--- config.mk ---
export PLATFORM = sky130hd
export DESIGN_NAME = regfile_wb_arbiter
export DESIGN_NICKNAME = d
export VERILOG_FILES = /design/src/rtl/regfile_wb_arbiter.sv
export SDC_FILE = /design/constraint.sdc
export NUM_CORES = 1
export LEC_CHECK = 0
export ABC_CLOCK_PERIOD_IN_PS = 3710
export CORE_UTILIZATION = 45
export DETAILED_ROUTE_END_ITERATION = 10
export PLACE_DENSITY = 0.84
export SLEW_MARGIN = 20
export SYNTH_ARGS = -nofsm -noshare
export SYNTH_HDL_FRONTEND = slang
export SYNTH_SLANG_ARGS = --single-unit
--- constraint.sdc ---
create_clock -name clk -period 3.71 [get_ports clk]
set_input_delay 0.5565 -clock clk [delete_from_list [all_inputs] [get_ports clk]]
set_output_delay 0.5565 -clock clk [all_outputs]
set_load 0.03 [all_outputs]
--- src/rtl/regfile_wb_arbiter.sv ---
// Two-port writeback arbiter for a register file: each port has a 1-entry skid
// buffer, buffered writes drain through a single round-robin write port.
module regfile_wb_arbiter (
  input  logic        clk,
  input  logic        rst_n,
  input  logic        p0_valid,
  input  logic [4:0]  p0_rd,
  input  logic [31:0] p0_data,
  output logic        p0_ready,
  input  logic        p1_valid,
  input  logic [4:0]  p1_rd,
  input  logic [31:0] p1_data,
  output logic        p1_ready,
  output logic        rf_wen,
  output logic [4:0]  rf_w,
  output logic [31:0] rf_d,
  input  logic [4:0]  ra,
  input  logic [4:0]  rb,
  output logic        hazard_a,
  output logic        hazard_b,
  output logic        busy
);

  logic        buf0_valid_q, buf0_valid_d;
  logic [4:0]  buf0_rd_q, buf0_rd_d;
  logic [31:0] buf0_data_q, buf0_data_d;
  logic        buf1_valid_q, buf1_valid_d;
  logic [4:0]  buf1_rd_q, buf1_rd_d;
  logic [31:0] buf1_data_q, buf1_data_d;
  // 1 when port 1 was granted most recently, so port 0 wins the next tie.
  logic        last1_q, last1_d;

  logic v0, v1, grant0, grant1, acc0, acc1;

  // Buffers are masked while reset is held so outputs read idle in that cycle.
  assign v0 = buf0_valid_q && rst_n;
  assign v1 = buf1_valid_q && rst_n;

  assign grant0 = v0 && (!v1 || last1_q);
  assign grant1 = v1 && (!v0 || !last1_q);

  // Valid/ready: a request transfers on a posedge where valid and ready are
  // both high; ready is combinational so a port can refill while it drains.
  assign p0_ready = !v0 || grant0;
  assign p1_ready = !v1 || grant1;
  assign acc0     = p0_valid && p0_ready;
  assign acc1     = p1_valid && p1_ready;

  assign rf_wen = (grant0 && (buf0_rd_q != 5'd0)) || (grant1 && (buf1_rd_q != 5'd0));
  assign rf_w   = grant0 ? buf0_rd_q   : (grant1 ? buf1_rd_q   : 5'd0);
  assign rf_d   = grant0 ? buf0_data_q : (grant1 ? buf1_data_q : 32'd0);

  assign hazard_a = (ra != 5'd0) && ((v0 && buf0_rd_q == ra) || (v1 && buf1_rd_q == ra));
  assign hazard_b = (rb != 5'd0) && ((v0 && buf0_rd_q == rb) || (v1 && buf1_rd_q == rb));
  assign busy     = v0 || v1;

  always_comb begin
    buf0_valid_d = buf0_valid_q;
    buf0_rd_d    = buf0_rd_q;
    buf0_data_d  = buf0_data_q;
    buf1_valid_d = buf1_valid_q;
    buf1_rd_d    = buf1_rd_q;
    buf1_data_d  = buf1_data_q;
    last1_d      = last1_q;
    if (acc0) begin
      buf0_valid_d = 1'b1;
      buf0_rd_d    = p0_rd;
      buf0_data_d  = p0_data;
    end else if (grant0) begin
      buf0_valid_d = 1'b0;
    end
    if (acc1) begin
      buf1_valid_d = 1'b1;
      buf1_rd_d    = p1_rd;
      buf1_data_d  = p1_data;
    end else if (grant1) begin
      buf1_valid_d = 1'b0;
    end
    if (grant0) begin
      last1_d = 1'b0;
    end else if (grant1) begin
      last1_d = 1'b1;
    end
  end

  always_ff @(posedge clk) begin
    if (!rst_n) begin
      buf0_valid_q <= 1'b0;
      buf1_valid_q <= 1'b0;
      last1_q      <= 1'b1;
    end else begin
      buf0_valid_q <= buf0_valid_d;
      buf1_valid_q <= buf1_valid_d;
      last1_q      <= last1_d;
    end
  end

  // Payload registers only change on accept, so they need no reset.
  always_ff @(posedge clk) begin
    buf0_rd_q   <= buf0_rd_d;
    buf0_data_q <= buf0_data_d;
    buf1_rd_q   <= buf1_rd_d;
    buf1_data_q <= buf1_data_d;
  end

endmodule

==> After elaboration in Yosys (flattened, before gate mapping) <==
Cells that the tools add are included.
{ "word_totals": {"reg_bits": 77, "out_inout_bits": 43} }
{ "classes": {"reduce_logical": 32, "eq_ne": 4, "n_mux": 10} }
{ "ops": {"columns": ["op", "n"], "rows": [
  ["2-to-1 mux 32 bit", 2],
  ["== test 5 bit", 4],
  ["nonzero test 5 bit", 4],
  ["logical AND 1 bit", 14],
  ["2-to-1 mux 5 bit", 2],
  ["logical OR 1 bit", 8],
  ["2-to-1 mux 1 bit", 6],
  ["nonzero test 2 bit", 3],
  ["zero test 1 bit", 3]
]} }

==> Longest topological paths before layout <==
{ "logic_depth": {"ltp_word": 7, "mapped_depth": 7} }

==> Least setup slack after synthesis <==
No wires, ideal clock.
{ "synth_timing": {"path_type": "input port to flip-flop", "start": "input rst_n", "end": "register buf0_data_q[0] (enable)", "path_buffers": 1, "setup_ns": 0.398, "setup_slack_ns": 1.327, "required_time_ns": 3.312, "cell_stages": 3, "arrival_time_ns": 1.986, "path_cell_list": "buf_2 > nand4_1 > and2_1"} }
{ "synth_between": {"elab_chain_len": 6, "elab_cells_between_ends": 8, "cone_classes": "reduce/logical: 8"} }
{ "synth_lines": {"columns": ["element", "line_no", "source"], "rows": [
  ["start, declared", "5", "input logic rst_n,"],
  ["logical AND 1 bit", "37", "assign v1 = buf1_valid_q && rst_n;"],
  ["zero test 1 bit", "39", "assign grant0 = v0 && (!v1 || last1_q);"],
  ["logical OR 1 bit", "39", null],
  ["logical AND 1 bit", "39", null],
  ["logical OR 1 bit *", "44", "assign p0_ready = !v0 || grant0;"],
  ["via p0_ready", "9", "output logic p0_ready,"],
  ["logical AND 1 bit *", "46", "assign acc0 = p0_valid && p0_ready;"],
  ["via acc0", "33", "logic v0, v1, grant0, grant1, acc0, acc1;"],
  ["end signal, assigned", "101", "buf0_data_q <= buf0_data_d;"],
  ["end, declared", "26", "logic [31:0] buf0_data_q, buf0_data_d;"]
]} }
The timed path passes the listed nets; every way through them passes the cells marked *.
A chain may end at the register's enable or synchronous reset.

==> Final worst setup path <==
{ "layout_timing": {"start": "input rst_n", "end": "output rf_d[1]"} }
{ "layout_between": {"elab_chain_len": 6, "elab_cells_between_ends": 10, "cone_classes": "mux: 2; reduce/logical: 8"} }
{ "layout_lines": {"columns": ["element", "line_no", "source"], "rows": [
  ["logical AND 1 bit", "36", "assign v0 = buf0_valid_q && rst_n;"],
  ["zero test 1 bit", "40", "assign grant1 = v1 && (!v0 || !last1_q);"],
  ["logical OR 1 bit", "40", null],
  ["logical AND 1 bit", "40", null],
  ["2-to-1 mux 32 bit", "51", "assign rf_d = grant0 ? buf0_data_q : (grant1 ? buf1_data_q : 32'd0);"],
  ["2-to-1 mux 32 bit *", "51", null],
  ["end, declared", "16", "output logic [31:0] rf_d,"]
]} }
Every way passes the cells marked *; elsewhere a longest branch is shown, timed or not.

==> results.sh <==
export IMPL_ys_ff_latch=77
export IMPL_cts_buffer_depth=2
export IMPL_grt_usage_pct=20.2
export IMPL_postSynthAreaPerCell_um2=16.9
export IMPL_core_um2=6460
export IMPL_reg2reg_slack_ps=1830
export IMPL_antenna_found_initial=0
export IMPL_finalCritPeriodShare_pct=86.5
export IMPL_first_pass_iters=7
export IMPL_vias=2117
export IMPL_worstSetupEndpointType="output pin"
export IMPL_synth_edff_count=74
export IMPL_avgViaCountPerCell=5.31
export IMPL_finalPower_uw=1910
export IMPL_crit_path_max_fanout=23
export IMPL_dp_hpwl_um=4810
export IMPL_gp_congestion=0.827
export IMPL_async_reset_ff_share_pct=0
export IMPL_grt_first_pass_wirelength_um=10800
export IMPL_finalCriticalPeriod_ps=3210
export IMPL_cts_inserted_buffers=9
export IMPL_diodes=0
export IMPL_syn_nets=269
export IMPL_fmax_mhz=312
export IMPL_cts_tree="built"
export IMPL_synth_area_leader_cell="edfxtp_1"
export IMPL_clk_pin_slew_ps=80
export IMPL_hold_viol_final=0
export IMPL_start_kind="input pin"
export IMPL_min_path_type="reg -> reg"
export IMPL_synth_top_area_share_pct=72.5
export IMPL_worstSetupStartpoint="rst_n"
export IMPL_ctsHoldBuffers=0
export IMPL_slowest_stage="clkdlybuf4s50_1"
export IMPL_synthCells=181
export IMPL_synthFlopType="edfxtp_1"
export IMPL_tightest_slew_ps=949
export IMPL_syn_to_final_growth_pct=50.8
export IMPL_min_from="last1_q"
export IMPL_layout_nets=405
export IMPL_cts_num_sinks=77
export IMPL_drt_iter0_drc=101
export IMPL_crit_path_max_incr_delay_ps=670
export IMPL_critical_path_arrival_ps=2650
export IMPL_insertion_delay_ps=330
export IMPL_drt_wl_total_um=7000
export IMPL_rows=29
export IMPL_die_y_um=84.5
export IMPL_layout_drive_gt1_share_pct=7.45
export IMPL_syn_area_um2=3070
export IMPL_finalClockSkew_ps=10.7
export IMPL_synthTopCellsByCount="74 x edfxtp_1, 37 x a22o_1, 20 x xor2_1, 7 x nand2_1, 6 x nor2_1"
export IMPL_die_area_um2=7150
export IMPL_cts_setup_buffers=0
export IMPL_worst_path_buf_inv=3
export IMPL_max_cap_violations=0
export IMPL_power_density_nw_per_um2=414
export IMPL_critPathRequiredTime_ps=3150
export IMPL_synthTopCellsByArea="edfxtp_1 72%, a22o_1 11%, xor2_1 5.7%"
export IMPL_ant_nets=0
export IMPL_drc_errors=9
export IMPL_status="finished, violations left"
export IMPL_grt_max_degree=38
export IMPL_io_buffer_count=130
export IMPL_synth_most_common_cell="edfxtp_1"
export IMPL_grt_pass1_vias=2265
export IMPL_finalMaxSlewViolations=0
export IMPL_crit_family="buffers and inverters"
export IMPL_whs_ps=601
export IMPL_cts_resized=0
export IMPL_root_buffer="clkbuf_8"
export IMPL_synth_warnings=0
export IMPL_power_leakage_uw=0.00165
export IMPL_synth_yosys_seq_area_share_pct=74.4
export IMPL_crit_type="in -> out"
export IMPL_start_util_pct=47.5
export IMPL_io_pins=131
export IMPL_violations="DRC"
export IMPL_setup_violations_final=0
export IMPL_grt_setup_unrepaired="no"
export IMPL_reg2reg_from="last1_q"
export IMPL_final_cell_count_no_fill=399
export IMPL_yosys_cell_types_count=22
export IMPL_relSlewSlack_pct=36.7
export IMPL_die_w_um=84.5
export IMPL_setup_tns_final_ps=0
export IMPL_grt_overflow=0
export IMPL_crit_top_cell="clkdlybuf4s50_1"
export IMPL_dp_cells=383
export IMPL_nFillCells=437
export IMPL_ctsHtreeMaxLevel=3
export IMPL_path_cells="clkdlybuf4s50_1, nand2_2, a21oi_4, buf_4, a22o_1, clkdlybuf4s50_1"
export IMPL_wl_per_cell_um=17.5
export IMPL_ir_drop_uv=264
## cell type report
class | count | area [um2] | share of cell area, %
Sequential cell | 77 | 2280 | 49.4
Clock buffer | 11 | 131 | 2.84
Multi-Input combinational cell | 94 | 718 | 15.5
Clock inverter | 5 | 58.8 | 1.27
Timing Repair Buffer | 134 | 1330 | 28.8
Inverter | 1 | 3.75 | 0.0812
Tap cell | 77 | 96.3 | 2.08
## stage by stage
| stage | utilization [%] | setup WS [ps] | instance area [um2] |
|---|---|---|---|
| finish | 71.6 | 501 | 4620 |
| global placement | 68.6 | 552 | 4430 |
| CTS | 71.6 | 485 | 4620 |
| global route | 71.6 | 390 | 4620 |
| detailed placement | 68.6 | 515 | 4430 |
| floorplan | - | 1330 | 3070 |
## worst register-to-register path, stage by stage, from the launching register on
cell	delay, ps
dfxtp_1	450
inv_1	130
nand4_1	140
and2_2	780
## worst paths after layout
kind,endpoint,cells past startpoint
max,rf_d[1],6
min,buf1_valid_q,2
max reg2reg,buf0_data_q[31],3
min reg2reg,buf1_valid_q,2
## logic make-up (layout without fill, tap and decap cells)
family	after synthesis	after routing	share of synthesized area (%)
buffers and inverters	10	151	2.69
AO/OA/AOI/OAI	47	47	12.7
flip-flops	77	77	74.4
XOR/XNOR	20	20	5.71
AND/OR/NAND/NOR	27	27	4.45
## layer usage
| layer | up-vias | global-route usage (%) | wire, um |
|---|---|---|---|
| li1 | 992 | - | - |
| met1 | 1018 | 21.5 | 2630 |
| met2 | 95 | 37.0 | 3750 |
| met3 | 12 | 6.78 | 517 |
| met4 | 0 | 7.55 | 104 |
| met5 | - | 0 | 0 |
## cells in the final DEF (no fill, tap or decap), types with 3 or more instances in the layout
cell	synthesis	layout
dfxtp_1	3	3
edfxtp_1	74	74
nand2_1	7	7
buf_4	1	4
nor2_1	6	6
a22o_1	37	37
nor4_1	4	4
xor2_1	20	20
clkdlybuf4s50_1	0	130
clkbuf_8	0	9
## registers in the layout (all words and copies together), names as in the netlist
signal / count
buf1_valid_q: 1
buf1_data_q: 32
buf1_rd_q: 5
buf0_rd_q: 5
buf0_data_q: 32
last1_q: 1
buf0_valid_q: 1
## power breakdown
part	switching [uW]	internal, uW	total [uW]
Sequential	23.9	1010	1030
Clock	291	313	604
Combinational	125	150	275
No activity file was read; power rests on OpenSTA's default activity.
